$ cat src/rtl/fifo_rd_stream.sv
// ============================================================================
// Module  : fifo_rd_stream
// Brief   : Read-side drain engine for the dual-clock FIFO. Pops the FIFO
//           under a credit rule and re-presents words as a valid/ready stream
//           through a small circular output buffer.
// Options : RD_STREAM_CNT_EN adds the word_cnt delivered-word counter port.
// Revision: 1.0 - initial release
// ============================================================================
`default_nettype none

module fifo_rd_stream #(
    parameter int DSIZE      = 8,
    parameter int OBUF_DEPTH = 2,
    parameter int CNTW       = 16
) (
    input  logic             rclk,
    input  logic             rrst_n,
    input  logic             rd_en,
    input  logic             rempty,
    input  logic [DSIZE-1:0] rdata,
    output logic             rinc,
    output logic             out_valid,
    output logic [DSIZE-1:0] out_data,
    input  logic             out_ready
`ifdef RD_STREAM_CNT_EN
    ,
    output logic [CNTW-1:0]  word_cnt
`endif
);

    localparam int C_PTR_W = (OBUF_DEPTH > 1) ? $clog2(OBUF_DEPTH) : 1;
    localparam int C_CNT_W = $clog2(OBUF_DEPTH + 1) + 1;

    generate
        if (OBUF_DEPTH < 2 || OBUF_DEPTH > 8 || CNTW < 1) begin : g_bad_param
            $error("fifo_rd_stream: OBUF_DEPTH must be 2..8 and CNTW >= 1");
        end
    endgenerate

    logic [C_CNT_W-1:0] r_cnt;
    logic               r_pend;
    logic [C_PTR_W-1:0] r_head;
    logic [C_PTR_W-1:0] r_tail;
    logic               r_valid;
    logic [DSIZE-1:0]   r_out_data;
    logic [DSIZE-1:0]   r_mem [OBUF_DEPTH];

    logic               w_deq;
    logic [C_CNT_W-1:0] w_level;
    logic [C_CNT_W-1:0] w_cnt_after_deq;
    logic               w_rinc;
    logic [C_PTR_W-1:0] w_head_nxt;
    logic [C_PTR_W-1:0] w_tail_nxt;
    logic [DSIZE-1:0]   w_out_data_nxt;

    function automatic logic [C_PTR_W-1:0] ptr_inc(input logic [C_PTR_W-1:0] p);
        return (p == C_PTR_W'(OBUF_DEPTH - 1)) ? '0 : p + C_PTR_W'(1);
    endfunction

    assign w_deq           = r_valid & out_ready;
    assign w_cnt_after_deq = r_cnt - C_CNT_W'(w_deq);
    // Occupancy after this edge, counting the word already in flight on rdata.
    assign w_level         = w_cnt_after_deq + C_CNT_W'(r_pend);
    assign w_rinc          = rd_en & ~rempty & (w_level < C_CNT_W'(OBUF_DEPTH));
    assign w_head_nxt      = w_deq  ? ptr_inc(r_head) : r_head;
    assign w_tail_nxt      = r_pend ? ptr_inc(r_tail) : r_tail;

    // When the buffer would be empty after the dequeue, the new head is the
    // word being captured this edge, so bypass it straight from rdata.
    always_comb begin
        w_out_data_nxt = r_out_data;
        if (w_cnt_after_deq == '0) begin
            if (r_pend) begin
                w_out_data_nxt = rdata;
            end
        end else begin
            w_out_data_nxt = r_mem[w_head_nxt];
        end
    end

    always_ff @(posedge rclk) begin
        if (!rrst_n) begin
            r_cnt      <= '0;
            r_pend     <= 1'b0;
            r_head     <= '0;
            r_tail     <= '0;
            r_valid    <= 1'b0;
            r_out_data <= '0;
        end else begin
            r_cnt      <= w_level;
            r_pend     <= w_rinc;
            r_head     <= w_head_nxt;
            r_tail     <= w_tail_nxt;
            r_valid    <= (w_level != '0);
            r_out_data <= w_out_data_nxt;
        end
    end

    always_ff @(posedge rclk) begin
        if (rrst_n && r_pend) begin
            r_mem[r_tail] <= rdata;
        end
    end

`ifdef RD_STREAM_CNT_EN
    logic [CNTW-1:0] r_word_cnt;

    always_ff @(posedge rclk) begin
        if (!rrst_n) begin
            r_word_cnt <= '0;
        end else if (w_deq) begin
            r_word_cnt <= r_word_cnt + CNTW'(1);
        end
    end

    assign word_cnt = r_word_cnt;
`endif

    assign rinc      = w_rinc;
    assign out_valid = r_valid;
    assign out_data  = r_out_data;

endmodule

`default_nettype wire

$ cat config.mk
export PLATFORM = sky130hd
export DESIGN_NAME = fifo_rd_stream
export DESIGN_NICKNAME = d
export VERILOG_FILES = /design/src/rtl/fifo_rd_stream.sv
export SDC_FILE = /design/constraint.sdc
export NUM_CORES = 1
export LEC_CHECK = 0
export ABC_AREA = 1
export CAP_MARGIN = 20
export CORE_AREA = 2 2 56 58
export DETAILED_ROUTE_END_ITERATION = 12
export DIE_AREA = 0 0 58 60
export PLACE_DENSITY = 0.76
export SLEW_MARGIN = 40
export SYNTH_ARGS = -nofsm -noshare
export SYNTH_HDL_FRONTEND = slang
export SYNTH_SLANG_ARGS = --single-unit
$ cat constraint.sdc
create_clock -name rclk -period 2.4 [get_ports rclk]
set_input_delay 0.48 -clock rclk [delete_from_list [all_inputs] [get_ports rclk]]
set_output_delay 0.48 -clock rclk [all_outputs]
set_load 0.1 [all_outputs]
==> summary.txt, run 1 <==
Final layout
  • Diode count: 0
  • Final net count: approximately 220
  • Share of layout cells above drive strength 1: 26.1%
  • Commonest non-fill, non-tap cell in the layout: inv_1
  • Most frequent cells in the layout: 34 x inv_1, 23 x buf_4, 22 x nand2_1, 16 x nand3_1, 16 x edfxtp_1
  • Filler instances: roughly 240
  • Area occupied by multi-input gates: around 550 um2
  • Finished Cell Area: between 1500 and 2000 um2
  • Syn-to-layout area delta: 31.1%
  • Fin util: between 60 and 70%
  • Register area: around 780 um2

Timing
  • Final Hold Fails: 0
  • Fin. max-slew vios: 0
  • Worst slew margin: between 70% and 80%
  • Worst Skew: around 0.0094 ns
  • Final min period: roughly 2.5 ns
  • Worst-Margin Slew: 0.348 ns
  • Final setup fails: 1
  • Final worst slack: -0.0717 ns
  • Final period util: 103%
  • RSZ-0062 raised after global routing: true
  • Fmax: 0.405 GHz

Placed design
  • Area of placed instances: 1810 um2
  • IO buf count: 22
  • DP Worst Slack: -0.359 ns
  • Placer Congestion: roughly 0.8
  • Hpwl dp: a little over 2000 um

Clock tree
  • CTS H-Tree Depth: 2
  • Num CTS Buffers: 5
  • CTS tree: done
  • Clock insertion delay at the later pin of the skew report: between 0.3 and 0.4 ns
  • Longest Clk Path Bufs: 2
  • Clock Root Buffer: clkbuf_4
  • CTS clk-pin slew, worst paths: about 0.09 ns
  • Clk sinks: 31

Floorplan
  • # IOs: 23
  • Die Y: ~60 um
  • Site Rows: 20
  • Initial core utilization: roughly 50%
  • Die Wd: just under 60 um
  • Core ar.: 2900 um2
  • Die footprint: between 3000 and 4000 um2

Yosys
  • Post-Synth Adder-Cell Area: under 10%
  • Net Count, Synth: 176
  • Top cells by area, synth: edfxtp_1 33%, dfxtp_1 21%, inv_1 9.6%
  • Post-Synth XOR/XNOR Area: under 10%
  • Ys Warns: 0
  • Synth area leader: edfxtp_1
  • Yosys reg bits: 31
  • Sequential area share after synthesis: between 50% and 60%
  • Multiplexer share of the synthesized area: 0%
  • Avg Synthesized Cell Area: 9.09 um2
  • Simple-gate portion of the synthesized area: a little over a fifth
  • Compound-cell area share of the yosys netlist: under 10%
  • Mapped cell area: between 1000 and 1500 um2
  • Synth top area share: roughly 33%
  • Largest family of logic cells by synthesized area: simple AND/OR/NAND/NOR gates
  • Distinct cells, synth: 23
  • Cells after synthesis: between 150 and 200

Setup path
  • Crit end category: primary output
  • Crit Path Category: flop to primary output
  • Signal arrival time at the worst endpoint: just under 2 ns
  • Startpoint types: flop
  • Max FO, Critical Path: 2
  • Reg2Reg Launch Point: out_valid
  • Worst setup startpoint: out_valid
  • Critical path required time: approximately 1.9 ns

Run status
  • Failing checks: setup timing
  • Status: complete, but fails checks

Route
  • Drt drc: 0
  • Vias: 1172
  • DR pass1 iterations: 4
  • DR iter-0 viols: 21
  • Vias per std cell: 5.05
  • ANT nets after route: 0
  • WL/cell: approximately 12 um
  • Routed wire length: about 2800 um

Global routing
  • GRT overflow: 0
  • First-pass GRT wire length: between 4000 and 5000 um
  • Largest net degree at the start of global routing: 19
  • Vias in the first global route: between 1000 and 1500
  • Gr usage total: 19.1%
  • Initial antenna violation count: 0

Hold path
  • Min-delay worst type: flop to flop
  • HP Start: r_tail

Power and ir drop
  • Peak VDD IR: just over 900 uV
  • Design Power: ~2.6 mW
  • Leakage: around 0.85 nW
  • Power Density: 1360 nW/um2

Flow run
  • MaxCap Viol Count: 0
per-stage QoR:
| step | TNS (ns) | cells | hold WS, ns |
|---|---|---|---|
| after floorplan | -0.0309 | 159 | 0.445 |
| after global placement | -0.328 | 220 | 0.451 |
| after detailed placement | -0.359 | 220 | 0.463 |
| after CTS | -0.0990 | 230 | 0.477 |
| after global routing | -0.132 | 232 | 0.516 |
| final | -0.0717 | 232 | 0.478 |
cell families after synthesis:
logic type / count (synthesis)
and+or+nand+nor: 61
buffers and inverters: 43
DFF: 31
AOI/OAI and AO/OA: 18
adders and majority gates: 4
xor gates and xnor gates: 2
where the power goes:
group	internal, mW	total, mW	switching, mW
registers	0.660	0.705	0.0446
clock network	0.142	0.313	0.171
logic	0.528	1.56	1.04
cells in the mapped netlist:
| library cell | instances |
|---|---|
| buf_4 | 1 |
| buf_6 | 1 |
| buf_2 | 2 |
| xor2_1 | 1 |
| nand3_1 | 16 |
| xnor2_1 | 1 |
| o21ai_0 | 1 |
| o211ai_1 | 8 |
| dfxtp_1 | 15 |
| nor3_1 | 2 |
| nand3_2 | 1 |
| inv_2 | 2 |
| ha_1 | 4 |
| a21oi_2 | 2 |
| nand2_2 | 3 |
| inv_1 | 37 |
| nand2_4 | 2 |
| edfxtp_1 | 16 |
| nand3b_1 | 1 |
| nand2_1 | 23 |
| a21oi_1 | 7 |
| nor2_1 | 5 |
| nand4_1 | 8 |
metal layers:
| layer | share of wire, % | track usage [%] | vias to the layer above |
|---|---|---|---|
| met3 | 5.1 | 5.84 | 7 |
| li1 | - | - | 601 |
| met5 | 0 | 0 | - |
| met4 | 1.9 | 9.30 | 0 |
| met2 | 52 | 33.8 | 31 |
| met1 | 41 | 20.7 | 533 |
layout make-up:
| type | count | share of cell area, % |
|---|---|---|
| clock buffers | 7 | 2.91 |
| clock inverters | 1 | 0.264 |
| inverters | 39 | 7.73 |
| well taps | 33 | 2.18 |
| repair buffers | 36 | 16.2 |
| flip-flops and latches | 31 | 41.4 |
| multi-input cells | 85 | 29.3 |
registers in the layout, summed over array words and instances (netlist names):
name,count
r_tail,1
r_mem,16
r_pend,1
out_valid,1
r_cnt,3
out_data,8
r_head,1
final timing paths:
check,end,slack (ns),cells after the start
hold / removal,r_tail,0.48,2
hold reg to reg,r_tail,0.48,2
setup / recovery,rinc,-0.07,9
setup reg to reg,r_pend,0.54,10
critical path: stages (launching register included):
cell      delay, ns
dfxtp_4        0.36
nand2_4        0.05
inv_2          0.04
ha_4           0.25
inv_2          0.04
ha_4           0.15
ha_4           0.23
nand3b_1       0.22
nor2_4         0.14
buf_12         0.18
timing repair:
| action | 4_1_cts | 5_1_grt |
|---|---|---|
| hold buffers | 0 | 0 |
| setup endpoints to repair | 1 | 1 |
| setup buffers | 2 | 2 |
| resized for setup | 4 | 0 |
| pin swaps | 1 | 1 |
Note: power is estimated with default switching activity, not from simulation.
==> run 2: changes to the inputs <==
Settings changed: ABC_CLOCK_PERIOD_IN_PS from default to 2400, CORE_AREA 2 2 56 58 to 5 5 59 61, DIE_AREA 0 0 58 60 to 0 0 64 66, HOLD_SLACK_MARGIN from default to 0.12.
==> run 2 against run 1 <==
  * The flow still finishes with violations (setup timing)
  * Die area is 21% higher
  * Setup slack better by 0.017 ns
  * Maximum frequency rose by 0.71%
  * Sequential cell count unchanged
  * Clock skew down 0.0013 ns
  * Critical endpoint unchanged
==> summary.txt, run 2 (synthesis gave the netlist of run 1 again) <==
Timing
  • Fin. max-slew vios: 0 (unchanged)
  • Final Hold Fails: 0 (unchanged)
  • Worst hold margin: 0.489 ns (+0.0106 ns)
  • Fmax: 0.407 GHz (+0.71%)
  • Final worst slack: -0.0543 ns (+0.0173 ns)
  • Worst slew margin: 76.9% (+0.31 points)
  • Final period util: 102% (-0.72 points)
  • Worst Skew: 0.00817 ns (-0.00128 ns)
  • RSZ-0062 raised after global routing: true
  • Final min period: 2.45 ns (-0.0173 ns)
  • Worst-Margin Slew: 0.344 ns (-0.00456 ns)
  • Final setup fails: 1 (unchanged)

Route
  • WL/cell: 12.9 um (+5.7%)
  • Routed wire length: 2960 um (+4.4%)
  • Vias: 1157 (-1.3%)
  • ANT nets after route: 0 (unchanged)
  • DR pass1 iterations: 4 (unchanged)
  • Drt drc: 0 (unchanged)
  • Vias per std cell: 5.05 (about the same)
  • DR iter-0 viols: 62 (+200%)

Floorplan
  • Die Wd: 64 um (+10%)
  • Initial core utilization: 49.4% (-0.43 points)
  • # IOs: 23 (unchanged)
  • Site Rows: 20 (unchanged)
  • Die footprint: 4220 um2 (+21%)
  • Die Y: 66 um (+10%)
  • Core ar.: 2930 um2 (+0.86%)

Placed design
  • DP Cell Count: 219 (-0.45%)
  • Placer Congestion: 0.826 (+5.2%)
  • Hpwl dp: 2190 um (+7.0%)
  • IO buf count: 22 (unchanged)

Setup path
  • Crit-path slowest cell: dfxtp_4
  • Crit Reg-Reg Endpoint: r_pend
  • FF-to-FF setup slack: 0.65 ns (+0.11 ns)
  • Worst path most repeated cell: ha_4
  • Crit path largest cell delay: 0.36 ns (about the same)
  • Startpoint types: flop
  • Reg2reg path depth: 9 (-1)
  • CP delay by family, top: adder cells
  • Reg2Reg Launch Point: out_valid
  • Crit-path cells: nand2_4, inv_4, ha_4, inv_2, ha_4, ha_4, nand3b_1, nor2_4, buf_12
  • Max FO, Critical Path: 2 (unchanged)
  • Critical path buffers and inverters: 3 (unchanged)
  • Crit Path Category: flop to primary output
  • Critical path required time: 1.92 ns (about the same)
  • Signal arrival time at the worst endpoint: 1.97 ns (-0.02 ns)
  • Crit end category: primary output

Final layout
  • Max reg flops: 16 (unchanged)
  • Commonest non-fill, non-tap cell in the layout: inv_1
  • Final non-filler cell total: 229 (-1.3%)
  • Filler instances: 240 (+2.1%)
  • Fin util: 65.1% (-0.17 points)
  • Final net count: 212 (-1.4%)
  • Most frequent cells in the layout: 34 x inv_1, 22 x nand2_1, 19 x buf_4, 16 x nand3_1, 16 x edfxtp_1
  • Syn-to-layout area delta: 31.9%
  • Biggest register: r_mem
  • Share of layout cells above drive strength 1: 25.0% (-1.1 points)
  • Diode count: 0 (unchanged)

Hold path
  • Hold endpoint: r_tail
  • HP Start: r_tail
  • Min-delay worst type: flop to flop
  • Hold Crit Depth: 2 (unchanged)

Clock tree
  • Longest Clk Path Bufs: 2 (unchanged)
  • Clock Root Buffer: clkbuf_4
  • # hold bufs at CTS: 0 (unchanged)
  • CTS clk-pin slew, worst paths: 0.10 ns (about the same)
  • CTS H-Tree Depth: 2 (unchanged)
  • Clock insertion delay at the later pin of the skew report: 0.32 ns (about the same)
  • CTS tree: done
  • Clk sinks: 31 (unchanged)
  • Num CTS Buffers: 5 (unchanged)

Global routing
  • Gr usage total: 15.6% (-3.5 points)
  • First-pass GRT wire length: 5100 um (+4.8%)
  • Vias in the first global route: 1154 (-1.2%)
  • Initial antenna violation count: 0 (unchanged)
  • GRT overflow: 0 (unchanged)
  • Largest net degree at the start of global routing: 19 (unchanged)

Run status
  • Failing checks: setup timing
  • Status: complete, but fails checks

Power and ir drop
  • Clk pwr share: 14.4% (+2.3 points)
  • Peak VDD IR: 1070 uV (+16%)
  • Comb pwr share: 59.6% (-1.0 points)
  • Seq pwr share: 26.0% (-1.3 points)
  • Switch share: 47.2% (-1.3 points)
  • Design Power: 2.72 mW (+5.2%)
  • Power Density: 1430 nW/um2 (+4.6%)
  • Internal: 1.43 mW (+7.9%)
  • Leakage: 0.847 nW (-0.32%)
  • Switching power: 1.28 mW (+2.3%)

Flow run
  • MaxCap Viol Count: 0 (unchanged)
## run 2: worst max-delay path by stage
stage | from | endpoint | slack [ns] | cells past startpoint
6_report | out_valid | rinc | -0.05 | 9
3_5_place_dp | out_ready | rinc | -0.38 | 10
2_1_floorplan | out_valid | rinc | -0.03 | 8
5_1_grt | out_valid | rinc | -0.14 | 9
4_1_cts | out_valid | rinc | -0.1 | 9
3_3_place_gp | out_ready | rinc | -0.33 | 10
## run 2: worst reg2reg max path, cell delays in order, from the launching register on
cell      delay, ns
dfxtp_4        0.36
nand2_4        0.07
inv_4          0.04
ha_4           0.25
inv_2          0.04
ha_4           0.15
ha_4           0.23
nand3b_1       0.20
buf_4          0.16
nor3_1         0.17
## run 2: repair_timing
item,CTS,global route
pin swaps,2,2
setup endpoints to repair,1,1
buffers inserted,2,0
resized for setup,4,2
## run 2: power groups by stage
stage	clock (mW)	sequential (mW)	combinational (mW)
2_1_floorplan	0	1.11	0.818
3_3_place_gp	0	0.717	1.54
3_5_place_dp	0	0.722	1.59
4_1_cts	0.398	0.707	1.62
5_1_grt	0.431	0.717	1.76
6_report	0.392	0.705	1.62
## run 2: area by class of cell
type	instances	area (um2)	area share (%)
Clock buffer	5	37.5	1.97
Clock inverter	3	38.8	2.04
Inverter	39	151	7.94
Multi-Input combinational cell	85	554	29.1
Sequential cell	31	785	41.2
Tap cell	33	41.3	2.17
Timing Repair Buffer	33	298	15.6
## run 2: per-layer routing
metal	part of all wire, %	track usage [%]	vias up	wire length [um]
li1	-	-	594	-
met1	43	17.5	532	1260
met2	53	27.9	26	1560
met3	3.1	3.74	5	93
met4	1.5	6.49	0	43
met5	0	0	-	0
## run 2: stage by stage
step | setup WS, ns | TNS, ns | cell area [um2]
after global routing | -0.145 | -0.145 | 1910
after global placement | -0.329 | -0.329 | 1810
after floorplan | -0.0309 | -0.0309 | 1510
final | -0.0543 | -0.0543 | 1910
after CTS | -0.0951 | -0.0951 | 1900
after detailed placement | -0.383 | -0.413 | 1810
